File: src/rtl/rf_pkg.sv
// Shared widths and the buffered MDU result entry type for the register-file
// write arbiter.
package rf_pkg;
  localparam int REG_AW   = 5;
  localparam int DATA_W   = 32;
  localparam int NUM_REGS = 32;

  typedef struct packed {
    logic [REG_AW-1:0] dest;
    logic [DATA_W-1:0] data;
  } rf_entry_t;
endpackage

File: src/rtl/rf_arb_fifo.sv
// Small synchronous FIFO holding MDU results until a register-file write slot
// is free. Simultaneous push and pop are accepted when full.
module rf_arb_fifo
  import rf_pkg::*;
#(
  parameter int DEPTH = 2
) (
  input  logic                         clk,
  input  logic                         rst,
  input  logic                         push_i,
  input  logic                         pop_i,
  input  rf_entry_t                    wdata_i,
  output rf_entry_t                    rdata_o,
  output logic                         full_o,
  output logic                         empty_o,
  output logic [$clog2(DEPTH+1)-1:0]   count_o
);

  localparam int PW = $clog2(DEPTH);
  localparam int CW = $clog2(DEPTH+1);

  rf_entry_t         mem_q [DEPTH];
  logic [PW-1:0]     rd_q, wr_q;
  logic [CW-1:0]     count_q;
  logic              do_push, do_pop;

  assign empty_o = (count_q == '0);
  assign full_o  = (count_q == CW'(DEPTH));
  assign count_o = count_q;
  assign rdata_o = mem_q[rd_q];

  assign do_pop  = pop_i && !empty_o;
  assign do_push = push_i && (!full_o || do_pop);

  always_ff @(posedge clk) begin
    if (do_push) begin
      mem_q[wr_q] <= wdata_i;
    end
  end

  always_ff @(posedge clk) begin
    if (rst) begin
      rd_q    <= '0;
      wr_q    <= '0;
      count_q <= '0;
    end else begin
      if (do_push) begin
        wr_q <= wr_q + PW'(1);
      end
      if (do_pop) begin
        rd_q <= rd_q + PW'(1);
      end
      count_q <= count_q + CW'(do_push) - CW'(do_pop);
    end
  end

endmodule

File: src/rtl/rf_write_arbiter.sv
// Shares the register file write port between the WB stage and buffered MDU
// results, tracking outstanding MDU destinations in a scoreboard.
module rf_write_arbiter
  import rf_pkg::*;
#(
  parameter int FIFO_DEPTH   = 2,
  parameter int STARVE_LIMIT = 4
) (
  input  logic                clk,
  input  logic                rst,
  input  logic                wb_we,
  input  logic [REG_AW-1:0]   wb_dest,
  input  logic [DATA_W-1:0]   wb_data,
  input  logic                mdu_valid,
  input  logic [REG_AW-1:0]   mdu_dest,
  input  logic [DATA_W-1:0]   mdu_data,
  output logic                mdu_ready,
  input  logic                iss_valid,
  input  logic [REG_AW-1:0]   iss_dest,
  input  logic                dec_valid,
  input  logic [REG_AW-1:0]   dec_src1,
  input  logic [REG_AW-1:0]   dec_src2,
  input  logic [REG_AW-1:0]   dec_dest,
  output logic                hazard_stall,
  output logic                pipe_stall,
  output logic [NUM_REGS-1:0] busy,
  output logic                rf_we,
  output logic [REG_AW-1:0]   rf_dest,
  output logic [DATA_W-1:0]   rf_wdata
);

  localparam int CW = $clog2(FIFO_DEPTH+1);
  localparam int SW = $clog2(STARVE_LIMIT+1);

  rf_entry_t           head, push_entry;
  logic                full, empty, push, pop, wb_grant;
  logic [CW-1:0]       count, count_next;
  logic [SW-1:0]       starve_q, starve_d;
  logic                pipe_stall_q, pipe_stall_d;
  logic [NUM_REGS-1:0] busy_q, busy_d;

  assign push_entry = '{dest: mdu_dest, data: mdu_data};

  // Results aimed at r0 are acknowledged but never queued.
  assign push      = mdu_valid && !full && (mdu_dest != '0);
  assign wb_grant  = !pipe_stall_q && wb_we && (wb_dest != '0);
  assign pop       = !empty && !wb_grant;
  assign mdu_ready = !full;

  rf_arb_fifo #(
    .DEPTH (FIFO_DEPTH)
  ) u_fifo (
    .clk     (clk),
    .rst     (rst),
    .push_i  (push),
    .pop_i   (pop),
    .wdata_i (push_entry),
    .rdata_o (head),
    .full_o  (full),
    .empty_o (empty),
    .count_o (count)
  );

  always_comb begin
    rf_we    = 1'b0;
    rf_dest  = '0;
    rf_wdata = '0;
    if (!rst && pop) begin
      rf_we    = 1'b1;
      rf_dest  = head.dest;
      rf_wdata = head.data;
    end else if (!rst && wb_grant) begin
      rf_we    = 1'b1;
      rf_dest  = wb_dest;
      rf_wdata = wb_data;
    end
  end

  // pipe_stall is a flop tracking the next-cycle starve/full condition, so it
  // drops one cycle after the grant that relieves it.
  always_comb begin
    count_next = count + CW'(push) - CW'(pop);
    starve_d   = starve_q;
    if (empty || pop) begin
      starve_d = '0;
    end else if (starve_q < SW'(STARVE_LIMIT)) begin
      starve_d = starve_q + SW'(1);
    end
    pipe_stall_d = (starve_d >= SW'(STARVE_LIMIT-1)) || (count_next == CW'(FIFO_DEPTH));
  end

  always_comb begin
    busy_d = busy_q;
    if (pop) begin
      busy_d[head.dest] = 1'b0;
    end
    if (iss_valid && (iss_dest != '0)) begin
      busy_d[iss_dest] = 1'b1;
    end
    busy_d[0] = 1'b0;
  end

  always_ff @(posedge clk) begin
    if (rst) begin
      starve_q     <= '0;
      pipe_stall_q <= 1'b0;
      busy_q       <= '0;
    end else begin
      starve_q     <= starve_d;
      pipe_stall_q <= pipe_stall_d;
      busy_q       <= busy_d;
    end
  end

  assign pipe_stall   = pipe_stall_q;
  assign busy         = busy_q;
  assign hazard_stall = !rst && dec_valid &&
                        (busy_q[dec_src1] || busy_q[dec_src2] || busy_q[dec_dest]);

endmodule

File: config.mk
export PLATFORM = sky130hd
export DESIGN_NAME = rf_write_arbiter
export DESIGN_NICKNAME = d
export VERILOG_FILES = /design/src/rtl/rf_pkg.sv /design/src/rtl/rf_arb_fifo.sv /design/src/rtl/rf_write_arbiter.sv
export SDC_FILE = /design/constraint.sdc
export NUM_CORES = 1
export LEC_CHECK = 0
export ABC_AREA = 0
export BUFFER_PORTS_ARGS = -buffer_cell sky130_fd_sc_hd__buf_4
export CORE_MARGIN = 2
export CORE_UTILIZATION = 50
export DETAILED_ROUTE_END_ITERATION = 12
export GPL_TIMING_DRIVEN = 0
export HOLD_SLACK_MARGIN = 0.06
export PLACE_DENSITY = 0.78
export SLEW_MARGIN = 0
export SYNTH_ARGS = -nofsm -noshare
export SYNTH_HDL_FRONTEND = slang
export SYNTH_SLANG_ARGS = --single-unit
export TNS_END_PERCENT = 20
File: constraint.sdc
create_clock -name clk -period 6.4 [get_ports clk]
set_clock_uncertainty 0.15 [all_clocks]
set_input_delay 0.96 -clock clk [delete_from_list [all_inputs] [get_ports clk]]
set_output_delay 0.96 -clock clk [all_outputs]
set_load 0.02 [all_outputs]
Word level (Yosys, flattened, before mapping):

Memory sizes are Yosys's and may differ from the RTL's. A register that Yosys moved wholly into a read port is not among the register bits.
Cells that the tools add are included.
W data, S select, Z words.

* reduce and logical (&&, ||, !) cells: 28
* add/subtract/negate cells: 7
* muxes and demuxes: 24
* magnitude comparators: 9
* equal/unequal tests: 2
* bitwise logic cells: 3

Operators by type and width (number)
* $mux W32: 4
* $and A32 B32 Y32: 1
* $not A32 Y32: 1
* $or A32 B32 Y32: 1
* $lt A5 B6 Y1 const B: 5
* $bmux W1 S5: 3
* $reduce_bool A5 Y1: 3
* $logic_and A1 B1 Y1: 14
* $mux W1: 11
* $demux W1 S5: 2
* $ge A5 B1 Y1 const B: 2
* $mux W5: 2
* $mux W3: 2
* $logic_not A1 Y1: 5
* $logic_or A1 B1 Y1: 5
* $add A2 B1 Y2: 2
* $eq A2 B2 Y1 const B: 2
* $sub A2 B1 Y2: 2
* $add A3 B1 Y3 const B: 1
* $ge A3 B2 Y1 const B: 1
* $lt A3 B3 Y1 const B: 1
* $add A1 B1 Y1 const B: 2
* $logic_not A2 Y1: 1

* logic and storage cells: 81
* RAM bits: 74
* register bits after elaboration: 40
* memories kept: 1
* output and inout bits: 73

Memory list
* u_fifo.mem_q: depth 2, width 37, read ports 1, clocked after Yosys merged registers in 1, write ports 1, line rf_arb_fifo.sv:22 `rf_entry_t mem_q [DEPTH];`

Depth between registers and ports, before layout:

Gate-level depths: netlist (run 1).

* word-level depth: 10
* gate-level depth with buffers: 8

Modules after synthesis:

Synthesis (run 1) repeated with hierarchy kept, for this count alone.

* cells, all modules: 484
* area, all modules: 5763.0 um2

By module, submodules not included
* rf_arb_fifo: instances 1, cells each 147, area an instance 2947.8 um2
* rf_write_arbiter: instances 1, cells each 337, area an instance 2815.2 um2

Worst setup path after synthesis (run 1):

OpenSTA, ideal clock, no wires.

* path type: input -> output
* start point: input port dec_src2[0]
* end point: output port hazard_stall
* setup slack: 2.802 ns
* buffers on the path: 1
* stages: 6
* arrival time: 2.488 ns
* path through: buf_4 -> mux4_2 -> inv_1 -> a2111oi_0 -> nor4_1 -> a311oi_1

* cells in the longest elaborated chain, start to end: 5

RTL lines
* start: declaration: line rf_write_arbiter.sv:22 `input logic [REG_AW-1:0] dec_src2,`
* $bmux W1 S5: line rf_write_arbiter.sv:118 `(busy_q[dec_src1] || busy_q[dec_src2] || busy_q[dec_dest]);`
* $mux W1 (implied by the code): line rf_write_arbiter.sv:118
* $logic_or A1 B1 Y1 (2 in a row): line rf_write_arbiter.sv:118
* $logic_and A1 B1 Y1: line rf_write_arbiter.sv:117 `assign hazard_stall = !rst && dec_valid &&`
* end: declaration: line rf_write_arbiter.sv:24 `output logic hazard_stall,`

No other way between the ends. The select of a mux whose other input is x is not followed.

Worst setup path in the final report (run 1):

* start point: input port wb_we
* end point: output port rf_wdata[25]

* cells in the longest elaborated chain, start to end: 6
* elaborated cells on any way between the ends: 8
* those cells by class: mux (2); reduce/logical (6)

RTL lines
* start: declaration: line rf_write_arbiter.sv:11 `input logic wb_we,`
* $logic_and A1 B1 Y1 * (2 in a row): line rf_write_arbiter.sv:46 `assign wb_grant = !pipe_stall_q && wb_we && (wb_dest != '0);`
* $logic_not A1 Y1: line rf_write_arbiter.sv:47 `assign pop = !empty && !wb_grant;`
* $logic_and A1 B1 Y1: line rf_write_arbiter.sv:47
* $logic_and A1 B1 Y1: line rf_write_arbiter.sv:68 `if (!rst && pop) begin`
* $mux W32 *: line rf_write_arbiter.sv:68
* end: declaration: line rf_write_arbiter.sv:29 `output logic [DATA_W-1:0] rf_wdata`

Mark *: on every way between the ends. The rest lies on a longest branch, timed or not.

==> metrics.md, run 1 <==
| Metric | Value |
|---|---|
| Outcome | complete, no violations |
| Full die area | 12300 um2 |
| Maximum vdd drop | 0.286 mV |
| DRT iter0 DRCs | 370 |
| All-Layer GR Usage | 27.2% |
| Synth warnings | 0 |
| Tcrit/Tclk final | 60.8% |
| Ys async rst share | 0% |
| Footprint of the multi-input gates | 2470 um2 |
| Placed Area | 7180 um2 |
| Instance count on the critical path | 9 |
| CP Max Fanout | 10 |
| RR Startpoint | pipe_stall |
| CP startpoint | wb_we |
| Fin crit period | around 3.9 ns |
| Reg area | 3020 um2 |
| Drt wl/cell | 19.0 um |
| IO Port Bufs | 165 |
| ANT cells | 0 |
| Via count normalized by instance count | approximately 5.7 |
| DR WL met2 | 8.14 mm |
| Hold-fix buffer count after cts | 0 |
| Ranking of synthesized cells by area | edfxtp_1 (39%), dfxtp_1 (14%), mux2i_1 (11%), nand2_1 (5.8%), o21ai_0 (4.8%) |
| Register area share after synthesis | 52.9% |
| Lkg Pwr | 3.13 nW |
| Fin nets | 822 |
| Total Neg Setup Slack | 0 ns |
| Crit start category | primary input |
| Syn Inst Count | ~530 |
| DRC violations left | 0 |
| Worst Hold Class | reg -> reg |
| Crit path kind | in -> out |
| H-tree depth | 4 |
| Slew @ Worst Pin | roughly 0.8 ns |
| WP data required | 5.29 ns |
| Remaining Overflow, GRT | 0 |
| Die Height | 111 um |
| Root buf cell | clkbuf_16 |
| HPWL after DPL | 12.0 mm |
| CP endpoint | rf_wdata[25] |
| Max incr delay on CP | approximately 0.37 ns |
| Critical-path top delay cell | a21oi_1 |
| CP Buf/Inv Count | 4 |
| Uppermost layer routed | met4 |
| Final Setup Violations | 0 |
| Clk sinks | around 110 |
| Synth Cell Area | 5710 um2 |
| Share of cells above drive strength 1 | 31.8% |
| Vias | 5014 |
| Share of the synthesized area in the top cell type | between 30% and 40% |
| RR Endpoint | pipe_stall |
| GPL Wtd Cong | 0.899 |
| Initial antenna violation count | 0 |
| Clock tree buffer depth | 2 |
| Die extent in x | 111 um |
| RSZ-0062 raised after global routing | no |
| # rows | 39 |
| Post-Route WL | 16.6 mm |
| R2r setup slk | 4.34 ns |
| Slew Viols, Final | 0 |
| Initial core utilization | about half |
| Post-synth cell types | 51 |
| M1 WL | 6.45 mm |
| Number of flops mapped to enable cells by yosys | 74 |
| Worst r2r path cells | 8 |
| Vias in the first global route | 5182 |
| Main synth FF type | edfxtp_1 |
| Syn-to-layout area delta | 37.5% |
| Reg clk slew, reported paths | 0.05 ns |
| CTS tree | built |
| Final instance area | 7850 um2 |
| Critical path's top delay family | buffers and inverters |
| Final ANT Viol Nets | 0 |
| Total core area | roughly 11000 um2 |
| WHS Path Cells | 2 |
| FILL cells | around 800 |
| Metal3 WL | 1.59 mm |
| Seq cells post-synth | 114 |
| Fin. Hold Viols | 0 |
| First-pass DRT Iterations | 5 |
| Largest net degree at the start of global routing | 38 |
| PD cells | 337 nW/um2 |
| Top-level I/O count | 173 |
| Fmax | 0.257 GHz |
| Avg Cell Area, Syn | approximately 11 um2 |
| CP endpoint kind | primary output |
| Max-slew headroom | 45.9% |
| Skew-Pair Late Insertion Delay | 0.41 ns |
| Hold WS | 0.380 ns |
| CTS Buf Count | 17 |
| Post-CTS sizing | 0 |
| Cell taking the most area after synthesis | edfxtp_1 |
| Worst Path Arrival | ~2.8 ns |
| Postcts setup bufs | 0 |
| Crit-path cells | buf_4 > nand2b_1 > a21oi_1 > nor2b_1 > buf_2 > buf_2 > nand2_1 > o21ai_1 > buf_4 |
| First-pass GRT wire length | 26.2 mm |
| Syn_nets | ~640 |
| MaxCap Viol Count | 0 |
-- cells by family after synthesis --
logic type / count (synthesis) / share of synthesized area, %
DFF: 114 / 52.9
muxes: 73 / 15.5
other: 1 / 0.0657
AOI/OAI and AO/OA: 128 / 12.7
adders and majority gates: 5 / 1.10
and+or+nand+nor: 161 / 12.7
buffers and inverters: 42 / 3.94
xor gates and xnor gates: 7 / 1.07
-- metrics by stage --
| stage | total power, mW | worst slack, ns | utilization (%) | instances |
|---|---|---|---|---|
| global route | 2.74 | 2.39 | 69.6 | 873 |
| detailed placement | 1.57 | 2.57 | 63.7 | 841 |
| global placement | 1.55 | 1.68 | 63.2 | 839 |
| floorplan | 1.32 | 2.80 | - | 531 |
| CTS | 2.65 | 2.51 | 69.6 | 873 |
| finish | 2.65 | 2.51 | 69.6 | 873 |
-- worst min-delay path: cells and delay by family (launching register included) --
family,cells,cell delay [ns]
mux,1,0.07
simple gates,1,0.09
flops,1,0.33
-- report_power, final --
part,switching (mW),internal [mW]
Sequential,0.0336,0.877
Clock,0.313,0.764
Combinational,0.389,0.271
Total,0.736,1.91
-- cells in the mapped netlist (all sizes together) (4+ instances only) --
library cell	instances
nand2	88
edfxtp	74
o21ai	69
mux2i	60
a21oi	40
dfxtp	40
nor2	28
buf	23
inv	12
nor2b	12
mux4	11
clkbuf	7
nand3	7
ha	5
nand2b	5
nor3	4
xnor2	4
-- sequential cells by signal (all words and copies together), names as in the netlist, named ones only --
| name | cells |
|---|---|
| pipe_stall | 1 |
| u_fifo.wr_q | 1 |
| u_fifo.count_o | 2 |
| u_fifo.mem_q | 74 |
| busy | 31 |
| u_fifo.rd_q | 1 |
| starve_q | 3 |
-- cells in the final DEF, fill, tap and decap left out, types with 7 or more instances in the layout --
master and count:
buf_4 170, a21oi_1 40, nand2_1 88, nor2b_1 11
clkbuf_1 10, edfxtp_1 74, o21ai_1 14, bufinv_16 7
buf_2 9, dfxtp_1 40, mux4_2 9, o21ai_0 55
nand3_1 7, mux2i_1 60, nor2_1 28, inv_1 12
clkbuf_16 17
-- worst min path at each step --
stage / startpoint / end / slack, ns
2_1_floorplan: starve_q[1] / starve_q[1] / 0.32
3_3_place_gp: starve_q[1] / starve_q[1] / 0.33
3_5_place_dp: u_fifo.rd_q / register / 0.35
4_1_cts: starve_q[1] / starve_q[1] / 0.38
5_1_grt: starve_q[1] / starve_q[1] / 0.40
6_report: starve_q[1] / starve_q[1] / 0.38
-- area by class of cell --
| class | instances | area share, % |
|---|---|---|
| Tap cell | 143 | 2.28 |
| Inverter | 12 | 0.574 |
| Clock inverter | 12 | 3.00 |
| Sequential cell | 114 | 38.5 |
| Multi-Input combinational cell | 375 | 31.5 |
| Timing Repair Buffer | 167 | 16.3 |
| Clock buffer | 20 | 5.56 |
| Buffer | 30 | 2.30 |
-- layer usage --
metal | track usage (%) | up-vias
met5 | 0 | -
met4 | 10.1 | 0
met3 | 8.86 | 32
met2 | 46.2 | 281
met1 | 32.3 | 2393
li1 | - | 2308
(Power assumes the default switching activity.)
==> run 2: changes to the inputs <==
Settings changed: ABC_AREA 0 to 1, CORE_UTILIZATION 50 to 47, PLACE_DENSITY 0.78 to 0.76.
Clock period 6.4 ns to 3.45 ns, I/O delays scaled along.
==> run 2 against run 1 <==
Routed wire length up 7.6%. Clock-buffer cell count down 2. Total power up 80%. Critical path type is now reg -> out. Final area rose by 3.2%. Highest routed layer unchanged. Synthesized cell count up 28%.
==> metrics.md, run 2 <==
| Metric | Value |
|---|---|
| R2r setup slk | 1.30 ns (-3.04 ns) |
| Total Neg Setup Slack | 0 ns (unchanged) |
| Worst Path Arrival | 2.13 ns (-0.65 ns) |
| Top reg by flops | u_fifo.mem_q |
| Main synth FF type | edfxtp_1 |
| Top-count cell post-synth | nand2_1 |
| Root buf cell | clkbuf_16 |
| GPL Wtd Cong | 0.975 (+8.5%) |
| Final instance area | 8100 um2 (+3.2%) |
| P_int | 3.26 mW (+70%) |
| Hold Crit Endpoint | u_fifo.mem_q[1][14] |
| Ys async rst share | 0% (unchanged) |
| Max-slew headroom | 52.1% (+6.2 points) |
| Pre-CTS setup slack | 0.695 ns (-1.88 ns) |
| Initial antenna violation count | 0 (unchanged) |
| Final WS setup | 0.657 ns (-1.86 ns) |
| WHS Path Cells | 1 (-1) |
| RR Endpoint | pipe_stall |
| Commonest cells after routing, fill and taps aside | nand2_1 (173), buf_4 (167), nand3_1 (83) |
| Final Setup Violations | 0 (unchanged) |
| Logic pwr share | 28.4% (+3.5 points) |
| Syn_nets | 786 (+24%) |
| Total core area | 12600 um2 (+11%) |
| Switching Fraction | 31.6% (+3.8 points) |
| Ranking of synthesized cells by area | edfxtp_1 (37%), dfxtp_1 (13%), nand2_1 (11%), nand3_1 (6.9%), mux2_2 (6.2%) |
| DRC violations left | 0 (unchanged) |
| CTS Buf Count | 17 (unchanged) |
| PD cells | 588 nW/um2 (+74%) |
| Share of the synthesized area in the top cell type | 37.0% (-2.0 points) |
| Clock tree buffer depth | 2 (unchanged) |
| H-tree depth | 4 (unchanged) |
| Clk pwr share | 36.1% (-4.6 points) |
| Fin. Hold Viols | 0 (unchanged) |
| Post-synth top cells | nand2_1 (173), nand3_1 (83), edfxtp_1 (74), inv_1 (74), dfxtp_1 (40) |
| Final ANT Viol Nets | 0 (unchanged) |
| Maximum vdd drop | 0.371 mV (+30%) |
| Fin cells | 1051 (+20%) |
| All-Layer GR Usage | 26.1% (-1.1 points) |
| Syn-to-layout area delta | 34.7% |
| Crit path kind | reg -> out |
| IO Port Bufs | 164 (-0.61%) |
| Synth Cell Area | 6010 um2 (+5.3%) |
| Skew-Pair Late Insertion Delay | 0.41 ns (about the same) |
| Die Height | 117 um (+5.6%) |
| Cell taking the most area after synthesis | edfxtp_1 |
| Lkg Pwr | 3.45 nW (+10%) |
| ANT cells | 0 (unchanged) |
| HPWL after DPL | 12.8 mm (+6.5%) |
| Hold-fix buffer count after cts | 0 (unchanged) |
| MaxCap Viol Count | 0 (unchanged) |
| Remaining Overflow, GRT | 0 (unchanged) |
| # rows | 41 (+5.1%) |
| Placed insts | 1019 (+21%) |
| Fin crit period | roughly 2.8 ns |
| Post-synth cell types | 34 (-33%) |
| Max FFs per register | 74 (unchanged) |
| Crit start category | register |
| Post-CTS sizing | 0 (unchanged) |
| Reg clk slew, reported paths | 0.06 ns (about the same) |
| Register share of total power | 35.6% (+1.2 points) |
| WP data required | 2.78 ns (-2.51 ns) |
| Vias in the first global route | 5161 (-0.41%) |
| Share of cells above drive strength 1 | 31.4% (-0.38 points) |
| Vias | 5715 (+14%) |
| Synth warnings | 0 (unchanged) |
| Placed Area | 7510 um2 (+4.7%) |
| CTS tree | built |
| Worst r2r path cells | 9 (+1) |
| Switching pwr | 1.50 mW (+100%) |
| Die extent in x | 117 um (+5.6%) |
| Via count normalized by instance count | 5.44 (-5.3%) |
| Full die area | 13700 um2 (+12%) |
| CP Max Fanout | 10 (unchanged) |
| Seq cells post-synth | 114 (unchanged) |
| FILL cells | 1035 (+30%) |
| Outcome | complete, no violations |
| Slew @ Worst Pin | 0.716 ns (-0.0957 ns) |
| Fmax | 0.358 GHz |
| DRT iter0 DRCs | 475 (+28%) |
| RSZ-0062 raised after global routing | no |
| RR Startpoint | u_fifo.count_o[1] |
| Largest net degree at the start of global routing | 29 (-24%) |
| First-pass GRT wire length | 26.6 mm (+1.5%) |
| First-pass DRT Iterations | 5 (unchanged) |
| Min-delay src | mdu_data[14] |
| Fin nets | 971 (+18%) |
| Number of flops mapped to enable cells by yosys | 74 (unchanged) |
| Worst Hold Class | in -> reg |
| Syn Inst Count | 681 (+28%) |
| Tcrit/Tclk final | between 80% and 90% |
| Initial core utilization | 47.8% (-2.8 points) |
| Drt wl/cell | 16.9 um (-11%) |
| Leading cell type in the layout, fill and taps excluded | nand2_1 |
| Post-Route WL | 17.8 mm (+7.6%) |
| Register area share after synthesis | 50.3% (-2.7 points) |
| Postcts setup bufs | 0 (unchanged) |
| Avg Cell Area, Syn | 8.83 um2 (-18%) |
| Clk sinks | 114 (unchanged) |
| CP endpoint kind | primary output |
| Slew Viols, Final | 0 (unchanged) |
| Top-level I/O count | 173 (unchanged) |
[run 2: metrics by stage]
| step | hold WS [ns] | util (%) | power (mW) |
|---|---|---|---|
| 2_1_floorplan | 0.276 | - | 2.58 |
| 3_3_place_gp | 0.285 | 59.3 | 3.02 |
| 3_5_place_dp | 0.294 | 59.8 | 3.06 |
| 4_1_cts | 0.121 | 64.4 | 4.78 |
| 5_1_grt | 0.116 | 64.4 | 4.97 |
| 6_report | 0.132 | 64.4 | 4.76 |
[run 2: cells by family after synthesis]
| kind of cell | Yosys count | synth area share, % |
|---|---|---|
| AOI/OAI and AO/OA | 115 | 12.6 |
| xor gates and xnor gates | 3 | 0.437 |
| and+or+nand+nor | 298 | 21.4 |
| other | 1 | 0.0624 |
| DFF | 114 | 50.3 |
| adders and majority gates | 5 | 1.04 |
| buffers and inverters | 112 | 7.91 |
| muxes | 33 | 6.18 |
[run 2: worst max-delay path: stages, from the launching register on]
cell and delay (ns):
dfxtp_1 0.49, buf_6 0.20, buf_2 0.27, mux2_2 0.39
a32o_1 0.22, buf_4 0.15
[run 2: per-layer routing]
| layer | GRT usage [%] | up-vias | share of wire [%] |
|---|---|---|---|
| met5 | 0 | - | 0 |
| met2 | 43.4 | 277 | 48 |
| met3 | 7.00 | 55 | 8.5 |
| li1 | - | 2729 | - |
| met4 | 10.5 | 0 | 3.7 |
| met1 | 32.5 | 2654 | 40 |
[run 2: power groups by stage]
stage	registers [mW]	logic, mW	clock network (mW)
global placement	1.72	1.30	0
detailed placement	1.72	1.34	0
finish	1.69	1.35	1.72
floorplan	1.71	0.871	0
global route	1.71	1.46	1.80
CTS	1.69	1.36	1.73
[run 2: final cells by class]
type | instances | area (um2) | area share [%]
clock inverter | 14 | 158 | 1.95
multi-input combinational | 455 | 2530 | 31.2
inverter | 80 | 300 | 3.71
buffer | 32 | 175 | 2.16
sequential | 114 | 3020 | 37.3
tap | 172 | 215 | 2.66
clock buffer | 18 | 429 | 5.30
timing repair buffer | 166 | 1270 | 15.7
[run 2: how the worst max path moves through the flow]
stage                          start                 end  slack, ns  cells past startpoint
after floorplan            mdu_valid  u_fifo.mem_q[1][0]       0.48                      3
after global placement     mdu_valid  u_fifo.mem_q[1][0]      -0.47                      4
after detailed placement  wb_dest[0]        rf_wdata[25]       0.70                      9
after CTS                   register        rf_wdata[22]       0.62                      5
after global routing        register        rf_wdata[12]       0.55                      5
final                       register        rf_wdata[20]       0.66                      5
==> run 3: changes to the inputs <==
Clock period 3.45 ns to 2.25 ns, I/O delays scaled along.
==> run 3 against run 2 <==
The run now ends with negative setup slack left. Sequential share of layout area shrank 2.5 points. Register-to-register slack got worse by 1.2 ns. Clock power is 53% higher. First-iteration DRC count increased by 19%. Global-route usage increased by 1.2 points. Combinational power is 81% higher. Routed wire length up 10%. Worst setup slack lost 0.72 ns. Worst hold slack worse by 0.016 ns. Sequential cell count stayed put. Cell count rose by 4.9%. Critical endpoint is now rf_wdata[30].
==> metrics.md, run 3 (synthesized netlist as in run 2, its figures left out) <==
| Metric | Value |
|---|---|
| All-Layer GR Usage | 27.3% (+1.2 points) |
| Initial antenna violation count | 1 (+1) |
| Fin. Hold Viols | 0 (unchanged) |
| HPWL after DPL | 12.6 mm (-1.4%) |
| CTS tree | built |
| Syn-to-layout area delta | 46.8% |
| Maximum vdd drop | 0.569 mV (+53%) |
| Root buf cell | clkbuf_16 |
| Clk sinks | 114 (unchanged) |
| DRT iter0 DRCs | 564 (+19%) |
| Full die area | 13700 um2 (unchanged) |
| Max incr delay on CP | 0.35 ns (-0.14 ns) |
| Fin cells | 1102 (+4.9%) |
| DRC violations left | 0 (unchanged) |
| Outcome | finished, violations left |
| Tcrit/Tclk final | 103% |
| RR Endpoint | pipe_stall |
| Failing checks | negative setup slack |
| Skew-Pair Late Insertion Delay | 0.41 ns (about the same) |
| Via count normalized by instance count | 5.45 (+0.23%) |
| Critical-path top delay cell | dfxtp_4 |
| Max-slew headroom | 50.4% (-1.8 points) |
| CP endpoint kind | primary output |
| Hold Crit Endpoint | busy[3] |
| Worst r2r path cells | 10 (+1) |
| Die extent in x | 117 um (unchanged) |
| Fin nets | 1021 (+5.1%) |
| Total core area | 12600 um2 (unchanged) |
| Die Height | 117 um (unchanged) |
| Crit-path cells | or2_4 > nand2_4 > nor2_4 > buf_12 > buf_6 > a32o_2 > buf_6 |
| PD cells | 871 nW/um2 (+48%) |
| MaxCap Viol Count | 0 (unchanged) |
| R2r setup slk | 0.11 ns (-1.19 ns) |
| Top reg by flops | u_fifo.mem_q |
| CTS Buf Count | 17 (unchanged) |
| First-pass GRT wire length | 27.8 mm (+4.7%) |
| Hold WS | 0.116 ns (-0.0157 ns) |
| Worst Path Arrival | 1.82 ns (-0.31 ns) |
| Share of cells above drive strength 1 | 35.6% (+4.2 points) |
| Final WS setup | -0.0614 ns (-0.718 ns) |
| Vias | 6006 (+5.1%) |
| Reg clk slew, reported paths | 0.05 ns (about the same) |
| Vias in the first global route | 5380 (+4.2%) |
| Min-delay src | iss_valid |
| Remaining Overflow, GRT | 0 (unchanged) |
| Crit start category | register |
| Most used cell, CP | buf_6 |
| RR Startpoint | u_fifo.count_o[1] |
| Slew @ Worst Pin | 0.742 ns (+0.0264 ns) |
| CP Max Fanout | 10 (unchanged) |
| Clock tree buffer depth | 2 (unchanged) |
| Post-Route WL | 19.6 mm (+10%) |
| Worst Hold Class | in -> reg |
| IO Port Bufs | 164 (unchanged) |
| Critical path's top delay family | buffers and inverters |
| WP data required | 1.76 ns (-1.02 ns) |
| WHS Path Cells | 3 (+2) |
| Top-level I/O count | 173 (unchanged) |
| Slew Viols, Final | 0 (unchanged) |
| H-tree depth | 4 (unchanged) |
| Fmax | 0.433 GHz |
| Leading cell type in the layout, fill and taps excluded | nand2_1 |
| CP Buf/Inv Count | 3 (unchanged) |
| Drt wl/cell | 17.8 um (+5.1%) |
| Placed insts | 1019 (unchanged) |
| Total Neg Setup Slack | -1.12 ns (-1.12 ns) |
| Final ANT Viol Nets | 0 (unchanged) |
| Crit path kind | reg -> out |
| Lkg Pwr | 3.80 nW (+9.9%) |
| # rows | 41 (unchanged) |
| Initial core utilization | 47.8% (unchanged) |
| First-pass DRT Iterations | 5 (unchanged) |
| FILL cells | 875 (-15%) |
| GPL Wtd Cong | 0.979 (+0.45%) |
| Max FFs per register | 74 (unchanged) |
| Commonest cells after routing, fill and taps aside | nand2_1 (171), buf_4 (151), nand3_1 (83) |
| Total chip power | 7.69 mW (+61%) |
| Fin crit period | 2.31 ns |
| Final Setup Violations | 30 (+30) |
| RSZ-0062 raised after global routing | yes |
| Largest net degree at the start of global routing | 33 (+14%) |
## run 3: cell types whose count changed in the layout (fill, tap and decap cells not counted), moves of 5 or more
cell / previous run / this run
dlygate4sd3_1: 0 / 37
buf_6: 3 / 36
dfxtp_1: 40 / 12
dfxtp_2: 0 / 24
buf_4: 167 / 151
a32o_1: 32 / 24
a32o_2: 0 / 8
buf_2: 17 / 9
clkinv_4: 6 / 1
## run 3: power by group
group	internal, mW	switching (mW)	total, mW
logic	1.12	1.32	2.44
registers	2.50	0.109	2.61
clock network	1.71	0.927	2.63
total	5.33	2.35	7.69
## run 3: stage by stage
step	area (um2)	setup WS, ns	util [%]
floorplan	6010	-0.536	-
global placement	7460	-1.51	59.4
detailed placement	7510	-0.0527	59.8
CTS	8560	-0.00295	68.1
global route	8820	-0.0891	70.2
finish	8820	-0.0614	70.2
## run 3: final cells by class
class | count | area [um2] | share of cell area, %
diodes | 1 | 2.50 | 0.0284
plain buffers | 31 | 220 | 2.50
clock buffers | 22 | 474 | 5.38
clock inverters | 10 | 108 | 1.22
inverters | 80 | 300 | 3.40
multi-input cells | 455 | 2550 | 28.9
flip-flops and latches | 114 | 3070 | 34.8
well taps | 172 | 215 | 2.44
repair buffers | 217 | 1890 | 21.4
## run 3: worst max path at each step
| stage | cells after the start | slack [ns] | start | to |
|---|---|---|---|---|
| floorplan | 4 | -0.54 | u_fifo.count_o[0] | u_fifo.mem_q[0][0] |
| global placement | 4 | -1.51 | mdu_valid | u_fifo.mem_q[0][26] |
| detailed placement | 9 | -0.05 | wb_dest[0] | rf_wdata[5] |
| CTS | 9 | -0.003 | busy[10] | hazard_stall |
| global route | 7 | -0.09 | u_fifo.count_o[1] | rf_wdata[0] |
| finish | 7 | -0.06 | u_fifo.count_o[1] | rf_wdata[30] |
## run 3: metal layers
layer | wire [um] | part of all wire [%] | global-route usage, % | vias up
li1 | - | - | - | 2820
met1 | 7440 | 38 | 33.2 | 2784
met2 | 9590 | 49 | 45.6 | 347
met3 | 1880 | 9.6 | 7.62 | 55
met4 | 711 | 3.6 | 12.1 | 0
met5 | 0 | 0 | 0 | -
## run 3: repair_timing
| item | CTS | global route |
|---|---|---|
| resized for setup | 23 | 74 |
| setup endpoints to repair | 39 | 40 |
| endpoints found under the hold margin | 74 | 0 |
| cloned | 0 | 3 |
| pin swaps | 1 | 3 |
| buffers inserted | 7 | 4 |
| hold buffers | 37 | 0 |
## run 3: worst min-delay path, cell delays in order
cell     delay (ns)
buf_4          0.15
nand3_1        0.08
a21oi_1        0.06
